==> src/rtl/ser2par_ce_gen_pkg.sv <==
// ----------------------------------------------------------------------------
// ser2par_ce_gen_pkg
// Shared definitions for the serial-to-parallel CE generator:
//   - FSM state encoding (IDLE=0, SHIFT=1)
//   - legal WIDTH range and a range-check helper
//   - constant clog2 helper used to size the bit counter
// ----------------------------------------------------------------------------
package ser2par_ce_gen_pkg;

   typedef enum logic {
      ST_IDLE  = 1'b0,
      ST_SHIFT = 1'b1
   } state_t;

   localparam int unsigned WIDTH_MIN = 2;
   localparam int unsigned WIDTH_MAX = 32;

   // Smallest r such that 2**r >= v (constant-evaluable).
   function automatic int unsigned clog2_fn(input int unsigned v);
      int unsigned r;
      r = 0;
      while ((64'(1) << r) < 64'(v)) begin
         r = r + 1;
      end
      return r;
   endfunction

   // True when the word width is inside the supported range.
   function automatic bit width_ok(input int unsigned w);
      return (w >= WIDTH_MIN) && (w <= WIDTH_MAX);
   endfunction

endpackage

==> src/rtl/ser_shift_reg.sv <==
// ----------------------------------------------------------------------------
// ser_shift_reg
// Serial-in shift register that assembles one word.
// Ports:
//   C           clock, rising edge
//   CLR_N       asynchronous active-low clear
//   i_shift_en  shift i_sdi into the word this edge
//   i_clear     discard the held partial word (combined with i_shift_en the
//               incoming bit becomes the first bit of a fresh word)
//   i_sdi       serial data bit
//   o_word_c    word as it looks with i_sdi shifted in (combinational), so the
//               owner can commit a complete word on the edge that accepts the
//               last bit
// MSB_FIRST=1 shifts toward the MSB (first bit ends in [WIDTH-1]);
// MSB_FIRST=0 shifts toward the LSB (first bit ends in [0]).
// ----------------------------------------------------------------------------
module ser_shift_reg #(
   parameter int unsigned WIDTH     = 8,
   parameter bit          MSB_FIRST = 1'b1
) (
   input  logic             C,
   input  logic             CLR_N,
   input  logic             i_shift_en,
   input  logic             i_clear,
   input  logic             i_sdi,
   output logic [WIDTH-1:0] o_word_c
);

   logic [WIDTH-1:0] r_word;
   logic [WIDTH-1:0] w_base;
   logic [WIDTH-1:0] w_next;

   // A clear starts the new word from zero before the incoming bit lands.
   assign w_base = i_clear ? '0 : r_word;

   generate
      if (MSB_FIRST) begin : g_msb_first
         assign w_next = {w_base[WIDTH-2:0], i_sdi};
      end else begin : g_lsb_first
         assign w_next = {i_sdi, w_base[WIDTH-1:1]};
      end
   endgenerate

   // Word storage.
   always_ff @(posedge C or negedge CLR_N) begin
      if (!CLR_N) begin
         r_word <= '0;
      end else if (i_shift_en) begin
         r_word <= w_next;
      end else if (i_clear) begin
         r_word <= '0;
      end
   end

   assign o_word_c = w_next;

endmodule

==> src/rtl/ser2par_ce_gen.sv <==
// ----------------------------------------------------------------------------
// ser2par_ce_gen
// Serial-to-parallel front end for a bank of falling-edge DFFs with sync reset
// and clock enable. Serial bits are assembled into WIDTH-bit words; each word
// is presented on D_OUT together with a one-cycle CE_OUT strobe. FLUSH issues
// a one-cycle R_OUT pulse. All outputs change on the rising edge of C so the
// downstream bank gets half a period of setup before its falling edge.
// Ports:
//   C       clock, rising edge
//   CLR_N   asynchronous active-low reset
//   SDI     serial data bit
//   SVALID  SDI valid this cycle
//   SYNC    with SVALID, marks the first bit of a word
//   FLUSH   synchronous clear request (highest priority)
//   D_OUT   last committed word (INIT after reset, 0 after FLUSH)
//   CE_OUT  one-cycle strobe when D_OUT takes a new word
//   R_OUT   one-cycle pulse on FLUSH
//   BUSY    a word is partially assembled
//   ERR     sticky: a partial word was abandoned by a new SYNC
// ----------------------------------------------------------------------------
module ser2par_ce_gen
   import ser2par_ce_gen_pkg::*;
#(
   parameter int unsigned      WIDTH     = 8,
   parameter bit               MSB_FIRST = 1'b1,
   parameter logic [WIDTH-1:0] INIT      = '0
) (
   input  logic             C,
   input  logic             CLR_N,
   input  logic             SDI,
   input  logic             SVALID,
   input  logic             SYNC,
   input  logic             FLUSH,
   output logic [WIDTH-1:0] D_OUT,
   output logic             CE_OUT,
   output logic             R_OUT,
   output logic             BUSY,
   output logic             ERR
);

   localparam int unsigned      CNT_W    = clog2_fn(WIDTH + 1);
   localparam logic [CNT_W-1:0] LAST_CNT = CNT_W'(WIDTH - 1);

   generate
      if (!width_ok(WIDTH)) begin : g_bad_width
         $error("ser2par_ce_gen: WIDTH must be within 2..32");
      end
   endgenerate

   state_t           r_state;
   logic [CNT_W-1:0] r_cnt;
   logic [WIDTH-1:0] r_dout;
   logic             r_ce;
   logic             r_r;
   logic             r_busy;
   logic             r_err;

   logic             w_sync_start;
   logic             w_shift_en;
   logic             w_clear;
   logic [WIDTH-1:0] w_next_word;

   // Shift-register control: a SYNC bit always restarts the word, plain bits
   // are only taken while a word is open, and FLUSH blocks any shift.
   assign w_sync_start = SVALID & SYNC;
   assign w_shift_en   = ~FLUSH & SVALID & (SYNC | (r_state == ST_SHIFT));
   assign w_clear      = FLUSH | w_sync_start;

   ser_shift_reg #(
      .WIDTH     (WIDTH),
      .MSB_FIRST (MSB_FIRST)
   ) u_shift (
      .C          (C),
      .CLR_N      (CLR_N),
      .i_shift_en (w_shift_en),
      .i_clear    (w_clear),
      .i_sdi      (SDI),
      .o_word_c   (w_next_word)
   );

   // Word-assembly FSM, bit counter and registered outputs.
   always_ff @(posedge C or negedge CLR_N) begin
      if (!CLR_N) begin
         r_state <= ST_IDLE;
         r_cnt   <= '0;
         r_dout  <= INIT;
         r_ce    <= 1'b0;
         r_r     <= 1'b0;
         r_busy  <= 1'b0;
         r_err   <= 1'b0;
      end else begin
         r_ce <= 1'b0;
         r_r  <= 1'b0;
         if (FLUSH) begin
            // Any word completing on this edge is dropped.
            r_r     <= 1'b1;
            r_dout  <= '0;
            r_err   <= 1'b0;
            r_cnt   <= '0;
            r_state <= ST_IDLE;
            r_busy  <= 1'b0;
         end else begin
            case (r_state)
               ST_IDLE: begin
                  if (w_sync_start) begin
                     r_cnt   <= CNT_W'(1);
                     r_state <= ST_SHIFT;
                     r_busy  <= 1'b1;
                  end
               end
               ST_SHIFT: begin
                  if (SVALID) begin
                     if (SYNC) begin
                        // Partial word abandoned; this bit opens a new one.
                        r_err <= 1'b1;
                        r_cnt <= CNT_W'(1);
                     end else if (r_cnt == LAST_CNT) begin
                        r_dout  <= w_next_word;
                        r_ce    <= 1'b1;
                        r_cnt   <= '0;
                        r_state <= ST_IDLE;
                        r_busy  <= 1'b0;
                     end else begin
                        r_cnt <= r_cnt + CNT_W'(1);
                     end
                  end
               end
               default: begin
                  r_state <= ST_IDLE;
                  r_cnt   <= '0;
                  r_busy  <= 1'b0;
               end
            endcase
         end
      end
   end

   assign D_OUT  = r_dout;
   assign CE_OUT = r_ce;
   assign R_OUT  = r_r;
   assign BUSY   = r_busy;
   assign ERR    = r_err;

endmodule
==> config.mk <==
export PLATFORM = sky130hd
export DESIGN_NAME = ser2par_ce_gen
export DESIGN_NICKNAME = d
export VERILOG_FILES = /design/src/rtl/ser2par_ce_gen_pkg.sv /design/src/rtl/ser_shift_reg.sv /design/src/rtl/ser2par_ce_gen.sv
export SDC_FILE = /design/constraint.sdc
export NUM_CORES = 1
export LEC_CHECK = 0
export CORE_MARGIN = 5
export CORE_UTILIZATION = 35
export DETAILED_ROUTE_END_ITERATION = 8
export PLACE_DENSITY = 0.55
export SLEW_MARGIN = 20
export SYNTH_ARGS = -nofsm -noshare
export SYNTH_HDL_FRONTEND = slang
export SYNTH_HIERARCHICAL = 1
export SYNTH_SLANG_ARGS = --single-unit
==> constraint.sdc <==
create_clock -name C -period 1.4 [get_ports C]
set_input_delay 0.14 -clock C [delete_from_list [all_inputs] [get_ports C]]
set_output_delay 0.14 -clock C [all_outputs]
set_load 0.01 [all_outputs]
==> metrics.txt <==
status completed; Crit. End Element primary output; Clk network pwr share 0.372; pre-CTS WS -0.124 ns; gr usage total 0.120; Gate power share 0.106; Routability Congestion ~0.75; CP Launch Point R_OUT$_DFF_PN0_; Die ar. between 4000 and 5000 µm²; Worst Path Arrival 1.19 ns; CP Class flop to primary output; Net Sw Frac 0.219; CP Buf/Inv Count 1; Detail Route Antenna Nets 0; number of global-route vias before repair ~900; max-slew violations 0; final setup violating endpoints 0; Core Area 3310 µm²; EDFF count, synth 0; VDD IR max around 0.3 mV; Critical Path Max Stage Delay ~0.53 ns; design area 1560 µm²; Hold Path Class input pin to async pin; Synth Net Count roughly 130; Yosys cell types 33; commonest non-fill, non-tap cell in the layout dfrtp_1; Routed Wire Length 2430 µm; required time of the critical path around 1.3 ns; routed len/inst 12.6 µm; skew final around 0.0026 ns; HPWL Detailed roughly 1800 µm; most used flip-flop cell after synthesis dfrtp_1; Flop pwr share 0.522; cell chain of the critical path clkdlybuf4s50_1; diodes inserted 0; Slowest cell on crit path clkdlybuf4s50_1; Initial DRC Count between 80 and 90; Switch Pwr about 300 µW; Final Worst Setup Slack 0.0668 ns; startpoint types flop; initial antenna violation count 0; GR Overflow Total 0; Rows 21; TritonCTS clock tree yes; Yosys Warn Count 6; Final nets 154; Max Fclk ~750 MHz; Final Hold Fails 0; Seq/Total Area, Yosys 0.510; layout cells sized above 1 0.192; Cells after Synth 118; clk sink count 24; Starting Density 0.356; total CTS buffers 3; #FFs+latches synth 24; Pint between 1000 and 1500 µW; io pins 18; CTS Hold Buffers Added 0; CTS Buffer Depth 2; Worst-Margin Slew about 0.30 ns; top cell type by total area after synthesis dfrtp_1; RSZ-0062 raised after global routing no; Netlist Area Pre-Place 1180 µm²; vias per std cell 4.87; via count slightly above 900; residual DRC count 0; relative slew slack 0.800; Placed Area around 1500 µm²; Worst R2R Start r_cnt[0]$_DFFE_PN0P_; P&R area growth vs syn 32.4%; pin count of the biggest net entering global routing 25; pwr dens ~870 nW/µm²; CP delay by family, top buffers and inverters; root buffer cell clkbuf_4; die width just under 70 µm; number of detailed-route iterations in the first pass 4; Skew-Pair Late Insertion Delay 0.31 ns; H-tree depth 1; clock-pin slew on the worst setup and hold paths roughly 0.14 ns; crit-path max FO 1; Die Y between 60 and 70 µm; Post-synth ARST share 1.00; Port Buf Inserts 17; first-pass GRT wire length between 4000 and 5000 µm; top cells by area, synth dfrtp_1 (51%), mux2i_1 (5.1%), a21oi_1 (4.7%); most frequent cells in the layout dfrtp_1 (24), buf_4 (18), a21oi_1 (11), nand3_1 (11); max-cap viol count 0; utilization after layout 0.471; minimum clock period about 1.3 ns; top-area cell type share of the netlist area 0.510; period utilization 0.952; Leak ~0.00084 µW; Avg Inst Size Synth roughly 10 µm²
layout make-up:
type                            count  area (µm²)
Sequential cell                    24         601
Fill cell                         332        1750
Clock buffer                        3        22.5
Multi-Input combinational cell     80         508
Timing Repair Buffer               35         330
Inverter                            3        11.3
Clock inverter                      1        30.0
Tap cell                           46        57.6
power groups by stage:
stage / sequential (µW) / clock [µW] / combinational [µW]
after global routing: 710 / 558 / 161
after global placement: 722 / 0 / 141
after CTS: 709 / 524 / 145
final: 709 / 505 / 144
after detailed placement: 723 / 0 / 141
after floorplan: 726 / 0 / 69.9
kinds of logic (layout without fill, tap and decap cells):
logic type                 Yosys count  count (layout)  synth area share
AOI/OAI and AO/OA                   31              31             0.154
and+or+nand+nor                     41              41             0.201
adders and majority gates            1               1            0.0106
muxes                                7               7            0.0637
buffers and inverters               14              42            0.0616
DFF                                 24              24             0.510
per-stage QoR:
step / TNS [ns] / std cells / hold WS, ns / total power, µW
after detailed placement: -0.969 / 185 / 0.500 / 864
after floorplan: 0 / 118 / -0.156 / 795
after global routing: 0 / 192 / 0.163 / 1430
after global placement: -0.781 / 185 / 0.485 / 863
final: 0 / 192 / 0.159 / 1360
after CTS: 0 / 190 / 0.153 / 1380
routing by layer:
layer  vias to the layer above  global-route usage  part of all wire
met4                         0              0.0521             0.011
met3                         2              0.0230             0.033
met5                         -                   0                 0
li1                        473                   -                 -
met1                       446               0.153              0.50
met2                        14               0.195              0.46
registers in the layout (all words and copies together), names as in the netlist:
register / cells
BUSY: 1
CE_OUT: 1
D_OUT: 8
ERR: 1
R_OUT: 1
r_cnt: 4
r_state: 1
u_shift/r_word: 7
cells in the mapped netlist (2+ instances only):
library cell / count
nand3_1: 11
a21oi_1: 11
dfrtp_1: 24
and4b_2: 3
nor2b_1: 8
mux2i_1: 6
buf_2: 6
o21ai_0: 10
nand2_1: 2
clkbuf_1: 2
nor2_1: 10
inv_1: 3
nand2b_1: 2
repair_timing:
action                                  4_1_cts  5_1_grt
resized for setup                             0       11
setup buffers                                 1        2
endpoints found under the setup margin        1       12
path summary, 6_finish.rpt:
kind	to	slack, ns	depth (start not counted)
setup / recovery	R_OUT	0.07	1
hold / removal	ERR$_DFFE_PN0P_	0.16	2
setup reg to reg	r_cnt[0]$_DFFE_PN0P_	0.07	4
hold reg to reg	D_OUT[6]$_DFFE_PN0P_	0.55	2
max in group asynchronous	D_OUT[2]$_DFFE_PN0P_	1.01	2
min in group C	D_OUT[0]$_DFFE_PN0P_	0.42	3
Note: power is estimated with default switching activity, not from simulation.
